**config.mk**
```make
export PLATFORM = sky130hd
export DESIGN_NAME = fb_fill_engine_flat
export DESIGN_NICKNAME = d
export VERILOG_FILES = /design/src/rtl/fb_fill_engine_if.sv /design/src/rtl/fb_fill_engine.sv /design/src/flat_wrapper.sv
export SDC_FILE = /design/constraint.sdc
export NUM_CORES = 1
export LEC_CHECK = 0
export BUFFER_PORTS_ARGS = -buffer_cell sky130_fd_sc_hd__buf_2
export CORE_MARGIN = 2
export CORE_UTILIZATION = 53
export CTS_BUF_LIST = sky130_fd_sc_hd__clkbuf_4 sky130_fd_sc_hd__clkbuf_8
export DETAILED_ROUTE_END_ITERATION = 8
export GPL_TIMING_DRIVEN = 1
export PLACE_DENSITY = 0.74
export SLEW_MARGIN = 25
export SYNTH_ARGS = -nofsm -noshare
export SYNTH_HDL_FRONTEND = slang
export SYNTH_SLANG_ARGS = --single-unit
```
**constraint.sdc**
```tcl
create_clock -name clk -period 4.45 [get_ports clk]
set_input_delay 0.2225 -clock clk [delete_from_list [all_inputs] [get_ports clk]]
set_output_delay 0.2225 -clock clk [all_outputs]
set_load 0.01 [all_outputs]
```
**src/rtl/fb_fill_engine_if.sv**
```systemverilog
// Framebuffer write port between the fill engine and the unified memory write arbiter.
// The engine drives the request; the arbiter answers with fb_ready.
interface fb_fill_engine_if;
    logic        fb_we;
    logic [31:0] fb_adr;
    logic [31:0] fb_wdata;
    logic        fb_ready;

    modport master (output fb_we, fb_adr, fb_wdata, input fb_ready);
    modport slave  (input fb_we, fb_adr, fb_wdata, output fb_ready);
endinterface

```
**src/rtl/fb_fill_engine.sv**
```systemverilog
// Rectangle fill engine: the CPU programs a box and a colour, and the engine writes that
// colour into every covered pixel word of video memory, clipped to the screen.
module fb_fill_engine #(
    parameter logic [31:0] FB_BASE   = 32'h0000_2000,
    parameter int          FB_WIDTH  = 160,
    parameter int          FB_HEIGHT = 120,
    parameter int          CW        = 9
) (
    input  logic              clk,
    input  logic              reset,
    input  logic              cfg_we,
    input  logic [2:0]        cfg_addr,
    input  logic [31:0]       cfg_wdata,
    output logic              busy,
    output logic              done,
    fb_fill_engine_if.master  fb
);
    typedef enum logic [1:0] {IDLE, SETUP, FILL, DONE} state_t;

    localparam logic [CW:0]  XMAX     = (CW+1)'(FB_WIDTH);
    localparam logic [CW:0]  YMAX     = (CW+1)'(FB_HEIGHT);
    localparam logic [31:0]  ROW_STEP = 32'(4 * FB_WIDTH);

    state_t        state, state_nxt;
    logic [CW-1:0] x0, y0, w, h, cx, cy;
    logic [11:0]   color;
    logic [CW:0]   xe, ye, xsum, ysum, cx_inc, cy_inc;
    logic [31:0]   rowbase;
    logic          empty, row_end, last;
    logic          cfg_unused;

    assign cfg_unused = ^cfg_wdata[31:CW];

    // Clip edges are one bit wider than the fields so X0+W never wraps.
    assign xsum   = {1'b0, x0} + {1'b0, w};
    assign ysum   = {1'b0, y0} + {1'b0, h};
    assign empty  = (w == '0) || (h == '0) || ({1'b0, x0} >= XMAX) || ({1'b0, y0} >= YMAX);
    assign cx_inc = {1'b0, cx} + (CW+1)'(1);
    assign cy_inc = {1'b0, cy} + (CW+1)'(1);
    assign row_end = !(cx_inc < xe);
    assign last    = row_end && !(cy_inc < ye);

    always_comb begin
        state_nxt   = state;
        busy        = 1'b0;
        done        = 1'b0;
        fb.fb_we    = 1'b0;
        fb.fb_adr   = '0;
        fb.fb_wdata = '0;
        case (state)
            IDLE:  if (cfg_we && cfg_addr == 3'd5 && cfg_wdata[0]) state_nxt = SETUP;
            SETUP: begin
                busy      = 1'b1;
                state_nxt = empty ? DONE : FILL;
            end
            FILL: begin
                busy        = 1'b1;
                fb.fb_we    = 1'b1;
                fb.fb_adr   = rowbase + (32'(cx) << 2);
                fb.fb_wdata = {20'b0, color};
                if (fb.fb_ready && last) state_nxt = DONE;
            end
            DONE: begin
                done      = 1'b1;
                state_nxt = IDLE;
            end
            default: state_nxt = IDLE;
        endcase
    end

    always_ff @(posedge clk) begin
        if (!reset) begin
            state   <= IDLE;
            x0      <= '0;
            y0      <= '0;
            w       <= '0;
            h       <= '0;
            color   <= '0;
            cx      <= '0;
            cy      <= '0;
            xe      <= '0;
            ye      <= '0;
            rowbase <= '0;
        end else begin
            state <= state_nxt;
            case (state)
                IDLE: if (cfg_we) begin
                    case (cfg_addr)
                        3'd0:    x0    <= cfg_wdata[CW-1:0];
                        3'd1:    y0    <= cfg_wdata[CW-1:0];
                        3'd2:    w     <= cfg_wdata[CW-1:0];
                        3'd3:    h     <= cfg_wdata[CW-1:0];
                        3'd4:    color <= cfg_wdata[11:0];
                        default: ;
                    endcase
                end
                SETUP: begin
                    xe      <= (xsum > XMAX) ? XMAX : xsum;
                    ye      <= (ysum > YMAX) ? YMAX : ysum;
                    cx      <= x0;
                    cy      <= y0;
                    rowbase <= FB_BASE + ((32'(y0) * 32'(FB_WIDTH)) << 2);
                end
                FILL: if (fb.fb_ready) begin
                    if (!row_end) begin
                        cx <= cx_inc[CW-1:0];
                    end else if (!last) begin
                        cx      <= x0;
                        cy      <= cy_inc[CW-1:0];
                        rowbase <= rowbase + ROW_STEP;
                    end
                end
                default: ;
            endcase
        end
    end
endmodule

```
**src/flat_wrapper.sv**
```systemverilog
// flat-port wrapper written by rule: the top's interface ports become plain ports
module fb_fill_engine_flat 
#(
    parameter logic [31:0] FB_BASE   = 32'h0000_2000,
    parameter int          FB_WIDTH  = 160,
    parameter int          FB_HEIGHT = 120,
    parameter int          CW        = 9
)
  (clk, reset, cfg_we, cfg_addr, cfg_wdata, busy, done, fb_fb_we, fb_fb_adr, fb_fb_wdata, fb_fb_ready);
  fb_fill_engine_if fb_i ();
  input  logic clk;
  input  logic reset;
  input  logic cfg_we;
  input  logic [2:0] cfg_addr;
  input  logic [31:0] cfg_wdata;
  output logic busy;
  output logic done;
  output wire logic [$bits(fb_i.fb_we)-1:0] fb_fb_we;
  output wire logic [$bits(fb_i.fb_adr)-1:0] fb_fb_adr;
  output wire logic [$bits(fb_i.fb_wdata)-1:0] fb_fb_wdata;
  input wire logic [$bits(fb_i.fb_ready)-1:0] fb_fb_ready;
  assign fb_fb_we = fb_i.fb_we;
  assign fb_fb_adr = fb_i.fb_adr;
  assign fb_fb_wdata = fb_i.fb_wdata;
  assign fb_i.fb_ready = fb_fb_ready;
  fb_fill_engine #(.FB_BASE(FB_BASE), .FB_WIDTH(FB_WIDTH), .FB_HEIGHT(FB_HEIGHT), .CW(CW)) u_core (.clk(clk), .reset(reset), .cfg_we(cfg_we), .cfg_addr(cfg_addr), .cfg_wdata(cfg_wdata), .busy(busy), .done(done), .fb(fb_i));
endmodule
```
# [After elaboration in Yosys (flattened, before gate mapping)]
# Index checks and enable logic that the tools add are counted.
[op_classes] n_eq_ne=14 bitwise=0 shifts=0 n_reduce_logical=23 multipliers=1 n_addsub=7 muxes=23 magnitude_cmp=6 n_div=0
[ops] cell="2-to-1 mux 32 bit" n=4
[ops] cell="one-hot mux 32 bit (2 select lines)" n=1
[ops] cell="2-to-1 mux 9 bit" n=6
[ops] cell="one-hot mux 9 bit (2 select lines)" n=2
[ops] cell="adder 32 x 10 -> 32 bit (second input constant)" n=1
[ops] cell="adder 32 x 11 -> 32 bit" n=1
[ops] cell="adder 14 x 19 -> 20 bit (first input constant)" n=1
[ops] cell="adder 9 x 1 -> 10 bit (second input constant)" n=2
[ops] cell="adder 9 x 9 -> 10 bit" n=2
[ops] cell="< comparator 10 bit" n=2
[ops] cell="2-to-1 mux 10 bit" n=2
[ops] cell="logical NOT 9 bit" n=2
[ops] cell="AND reduction 3 bit" n=6
[ops] cell="multiplier 9 x 3 -> 12 bit (second input constant)" n=1
[ops] cell="2-to-1 mux 12 bit" n=1
[ops] cell="> comparator 10 x 7 -> 1 bit (second input constant)" n=1
[ops] cell="> comparator 10 x 8 -> 1 bit (second input constant)" n=1
[ops] cell="greater-or-equal comparator 9 x 7 -> 1 bit (second input constant)" n=1
[ops] cell="greater-or-equal comparator 9 x 8 -> 1 bit (second input constant)" n=1
[ops] cell="one-hot mux 2 bit (4 select lines)" n=1
[ops] cell="== test 3 x 2 -> 1 bit (second input constant)" n=2
[ops] cell="== test 3 bit (second input constant)" n=2
[ops] cell="!= test 2 bit (second input constant)" n=3
[ops] cell="== test 2 bit (second input constant)" n=2
[ops] cell="15 further kinds" n=26
[word_totals] mem_bits_ro=0 mem_count=0 ram_bits=0 out_inout_bits=67 latchBits=0 register_bits=120

# [Logic depth before layout (Yosys ltp)]
[logic_depth] depth_word=8 depth_mapped=15 depth_no_buf=12

# [Least setup slack after synthesis]
# Ideal clock, no wire load.
[synth_path] kind="flip-flop to flip-flop" from="register u_core.cx[0]" to="register u_core.rowbase[26]" t_arrival_ps=3192 setup_slack_ps=1126 path_stages_with_launch=16 period_less_slack_ps=3324 n_path_buf=3 cell_sequence="dfxtp_1 > ha_1 > and3_1 > and3_1 > nand3_1 > xnor2_1 > ha_1 > and4_1 > o211ai_1 > and3_1 > buf_2 > o31a_1 > buf_2 > buf_2 > o41ai_1 > a21oi_1"
[synth_between] elab_chain_cells=6 word_cells_on_any_way=7 classes_between="add/sub: 1; order compare: 1; eq/ne: 2; reduce/logical: 3"
[synth_rtl] element="start, declared" line="fb_fill_engine.sv:25" rtl="logic [CW-1:0] x0, y0, w, h, cx, cy;"
[synth_rtl] element="start signal, assigned" line="fb_fill_engine.sv:106" rtl="cx <= cx_inc[CW-1:0];"
[synth_rtl] element="adder 9 x 1 -> 10 bit (*)" line="fb_fill_engine.sv:38" rtl="assign cx_inc = {1'b0, cx} + (CW+1)'(1);"
[synth_rtl] element="< comparator 10 bit (*)" line="fb_fill_engine.sv:40" rtl="assign row_end = !(cx_inc < xe);"
[synth_rtl] element="logical NOT 1 bit" line="fb_fill_engine.sv:40"
[synth_rtl] element="logical AND 1 bit" line="fb_fill_engine.sv:41" rtl="assign last = row_end && !(cy_inc < ye);"
[synth_rtl] element="!= test 2 bit (no line)"
[synth_rtl] element="AND reduction 4 bit (no line) (*)"
[synth_rtl] element="end signal, assigned" line="fb_fill_engine.sv:102" rtl="rowbase <= FB_BASE + ((32'(y0) * 32'(FB_WIDTH)) << 2);"
[synth_rtl] element="end signal, assigned" line="fb_fill_engine.sv:110" rtl="rowbase <= rowbase + ROW_STEP;"
[synth_rtl] element="end, declared" line="fb_fill_engine.sv:28" rtl="logic [31:0] rowbase;"
# Mark *: on every way between the ends. The rest lies on a longest branch, timed or not.
# A chain may end at the register's enable or synchronous reset.

# [Worst setup path after layout]
[layout_path] from="register u_core.cx[1]" to="register u_core.rowbase[22]"
# The elaborated chain is that of the path after synthesis.

==> summary.txt <==
Setup path
  – Data required time of the worst path: roughly 4.8 ns
  – Worst Reg-to-Reg Cells: 13
  – Reg2reg start: u_core.cx[1]
  – Crit path capture: u_core.rowbase[22]
  – Crit-path most repeated cell: and3_1
  – CP startpoint kind: register
  – Worst setup EP type: register
  – Critical path type: register to register
  – R2r setup slk: 0.57 ns
  – WP data arrival: ~4.3 ns
  – End of the worst register-to-register path: u_core.rowbase[22]
  – Crit. Startpoint: u_core.cx[1]
  – Critical path fanouts, max: 17
  – Worst path slowest cell: o31a_1
  – Worst path cell trace: ha_1 > and3_1 > and3_1 > nand3_1 > xnor2_1 > ha_1 > and4_1 > o311ai_1 > and3_1 > o31a_1 > buf_4 > or4_1 > a21oi_1
  – Slowest cell delay on critical path: ~0.56 ns

Logic synthesis
  – Post-synth EDFFs: 0
  – Ys async rst share: 0%
  – Top post-synthesis cells by count: dfxtp_1 (113), nor2_1 (92), nand2_1 (71)
  – Synth Cell Area: about 0.0081 mm^2
  – Ys Warns: 0
  – Count leader, synth: dfxtp_1
  – Sequential fraction of the synthesis area: 28.0%
  – Primary FF master, synth: dfxtp_1
  – Top cells by area, synth: dfxtp_1 (28%), ha_1 (9.8%), mux2i_1 (6.4%)
  – Register bit total from synthesis: 113
  – Syn_area_per_cell: between 8 and 9 um^2
  – Top cell type's share of synthesized area: approximately 28%
  – Largest area contributor in the netlist: dfxtp_1
  – Post-synth cell types: 66
  – Syn Inst Count: roughly 1000

STA
  – Min cycle time layout: around 3.9 ns
  – Relative slew slack: a little over a third
  – Tightest Pin Transition: 0.974 ns
  – Max Freq: 258 MHz
  – Final Skew: between 0.008 and 0.009 ns
  – Setup tns final: 0 ns
  – RSZ-0062 raised after global routing: false
  – Max Slew Vio Count: 0
  – Final setup viols: 0
  – Final Cycle Share: 87.2%
  – Final Hold Vio Count: 0

Floorplan
  – Die X: ~130 um
  – Die Area: around 0.016 mm^2
  – Std cell rows: 45
  – I/O Pins: approximately 110
  – Initial Utilization: 53.7%
  – Total core area: 0.0150 mm^2
  – Vert. Die Dim: between 100 and 150 um

Layout
  – Share of layout cells above drive strength 1: 11.8%
  – P&R area growth vs syn: 9.34%
  – Fin area: 0.00883 mm^2
  – Post-layout util: roughly three fifths
  – Post-route insts no fill: between 1000 and 1500
  – Final #Nets: about 1200

Clocking
  – Root Buffer: clkbuf_8
  – Clock-pin slew on the worst setup and hold paths: about 0.070 ns
  – Clk Latency, worst-skew pair: 0.45 ns
  – Hold-fix buffers at CTS: 2
  – CTS max path bufs: 2
  – H-tree depth: 4
  – Post-CTS Repair Setup Buffers: 0
  – Post-CTS sizing: 0
  – Sink Count: 113
  – CTS tree: done
  – CTS Buf Count: 17

Global routing
  – Gr ovfl total: 0
  – First-pass GRT wire length: approximately 35000 um
  – Antenna violations before repair: 1
  – Vias in the first global route: 7097
  – Largest net degree at the start of global routing: 73
  – Overall Global Routing Usage: between 20 and 30%

Placed design
  – Placed cell area: 0.00844 mm^2
  – Gpl congestion: about 0.9
  – Number of port buffers: 63
  – Placed Cells incl. Taps: around 1200
  – DP HPWL: approximately 15000 um

Drt
  – Drt wl/cell: ~17 um
  – Via density: 6.11
  – Vias: around 7600
  – Total Wirelength: around 21000 um
  – DR DRC count: 0
  – Drt first pass iters: 5
  – Iter 0 DRT Violations: roughly 470
  – Final ANT Viol Nets: 0

Power
  – Peak supply drop: about 0.24 mV
  – Pwr per Cell Area: about 320 mW/mm^2
  – Pwr Total: between 2 and 3 mW
  – Leakage Power: 3.74 nW

Job
  – Max Cap Viol: 0

Run status
  – Status: finished, final reports clean

Hold path
  – Worst Hold Class: input port to register
-- worst min path at each step --
stage                       startpoint              end  slack [ns]  cells after the start
final                     cfg_wdata[9]  u_core.color[9]        0.03                      3
after global routing      cfg_wdata[9]  u_core.color[9]        0.02                      3
after CTS                 cfg_wdata[9]  u_core.color[9]        0.01                      3
after detailed placement  u_core.ye[7]     u_core.ye[7]        0.45                      2
after global placement    u_core.ye[7]     u_core.ye[7]        0.44                      2
after floorplan           cfg_wdata[0]  u_core.color[0]        0.37                      2
-- per-stage QoR --
| step | setup WS, ns | hold slack (ns) |
|---|---|---|
| final | 0.569 | 0.0314 |
| after global routing | 0.263 | 0.0236 |
| after CTS | 0.616 | 0.0117 |
| after detailed placement | 0.660 | 0.449 |
| after global placement | 0.709 | 0.442 |
| after floorplan | 1.13 | 0.366 |
-- sequential cells by signal (all words and copies together) (netlist names) --
| signal | flops |
|---|---|
| u_core.cx | 9 |
| u_core.ye | 10 |
| u_core.cy | 9 |
| u_core.h | 9 |
| u_core.x0 | 9 |
| u_core.rowbase | 25 |
| u_core.w | 9 |
| u_core.color | 12 |
| u_core.xe | 10 |
| u_core.y0 | 9 |
| u_core.state | 2 |
-- where the power goes --
part	total, mW	switching, mW	internal, mW
registers	1.12	0.0561	1.06
clock network	0.930	0.432	0.498
logic	0.774	0.521	0.253
total	2.82	1.01	1.81
-- worst max-delay path, delay by kind of cell, from the launching register on --
kind	cells	cell delay, ns
DFF	1	0.40
and+or+nand+nor	6	1.55
xor gates and xnor gates	1	0.16
buffers and inverters	1	0.30
AOI/OAI and AO/OA	3	0.85
adders and majority gates	2	0.55
-- final cells by class --
cell class | count | area (um^2)
tap | 188 | 235
timing repair buffer | 80 | 448
clock inverter | 12 | 119
multi-input combinational | 796 | 5360
clock buffer | 19 | 249
fill | 1400 | 6200
inverter | 41 | 154
antenna | 1 | 2.50
sequential | 113 | 2260
-- logic make-up after synthesis --
family                     synth area share [%]
AOI/OAI and AO/OA                          22.5
buffers and inverters                      6.78
muxes                                      6.44
xor gates and xnor gates                   3.90
adders and majority gates                  10.5
other                                    0.0464
and+or+nand+nor                            21.8
DFF                                        28.0
-- metal layers --
metal,track usage (%),wire [um],up-vias
li1,-,-,3770
met1,34.7,9530,3593
met2,41.9,9600,238
met3,4.69,1190,37
met4,8.92,407,0
met5,0,0,-
-- cells in the final DEF, fill, tap and decap left out, types with 21 or more instances in the layout --
| cell | n |
|---|---|
| nor2_1 | 92 |
| a21oi_1 | 60 |
| nand2_1 | 71 |
| xnor2_1 | 21 |
| o21ai_0 | 39 |
| nand3_1 | 46 |
| mux2i_1 | 52 |
| and3_1 | 22 |
| ha_1 | 62 |
| buf_2 | 63 |
| inv_1 | 39 |
| conb_1 | 23 |
| nor3_1 | 28 |
| dfxtp_1 | 113 |
(Power assumes the default switching activity.)
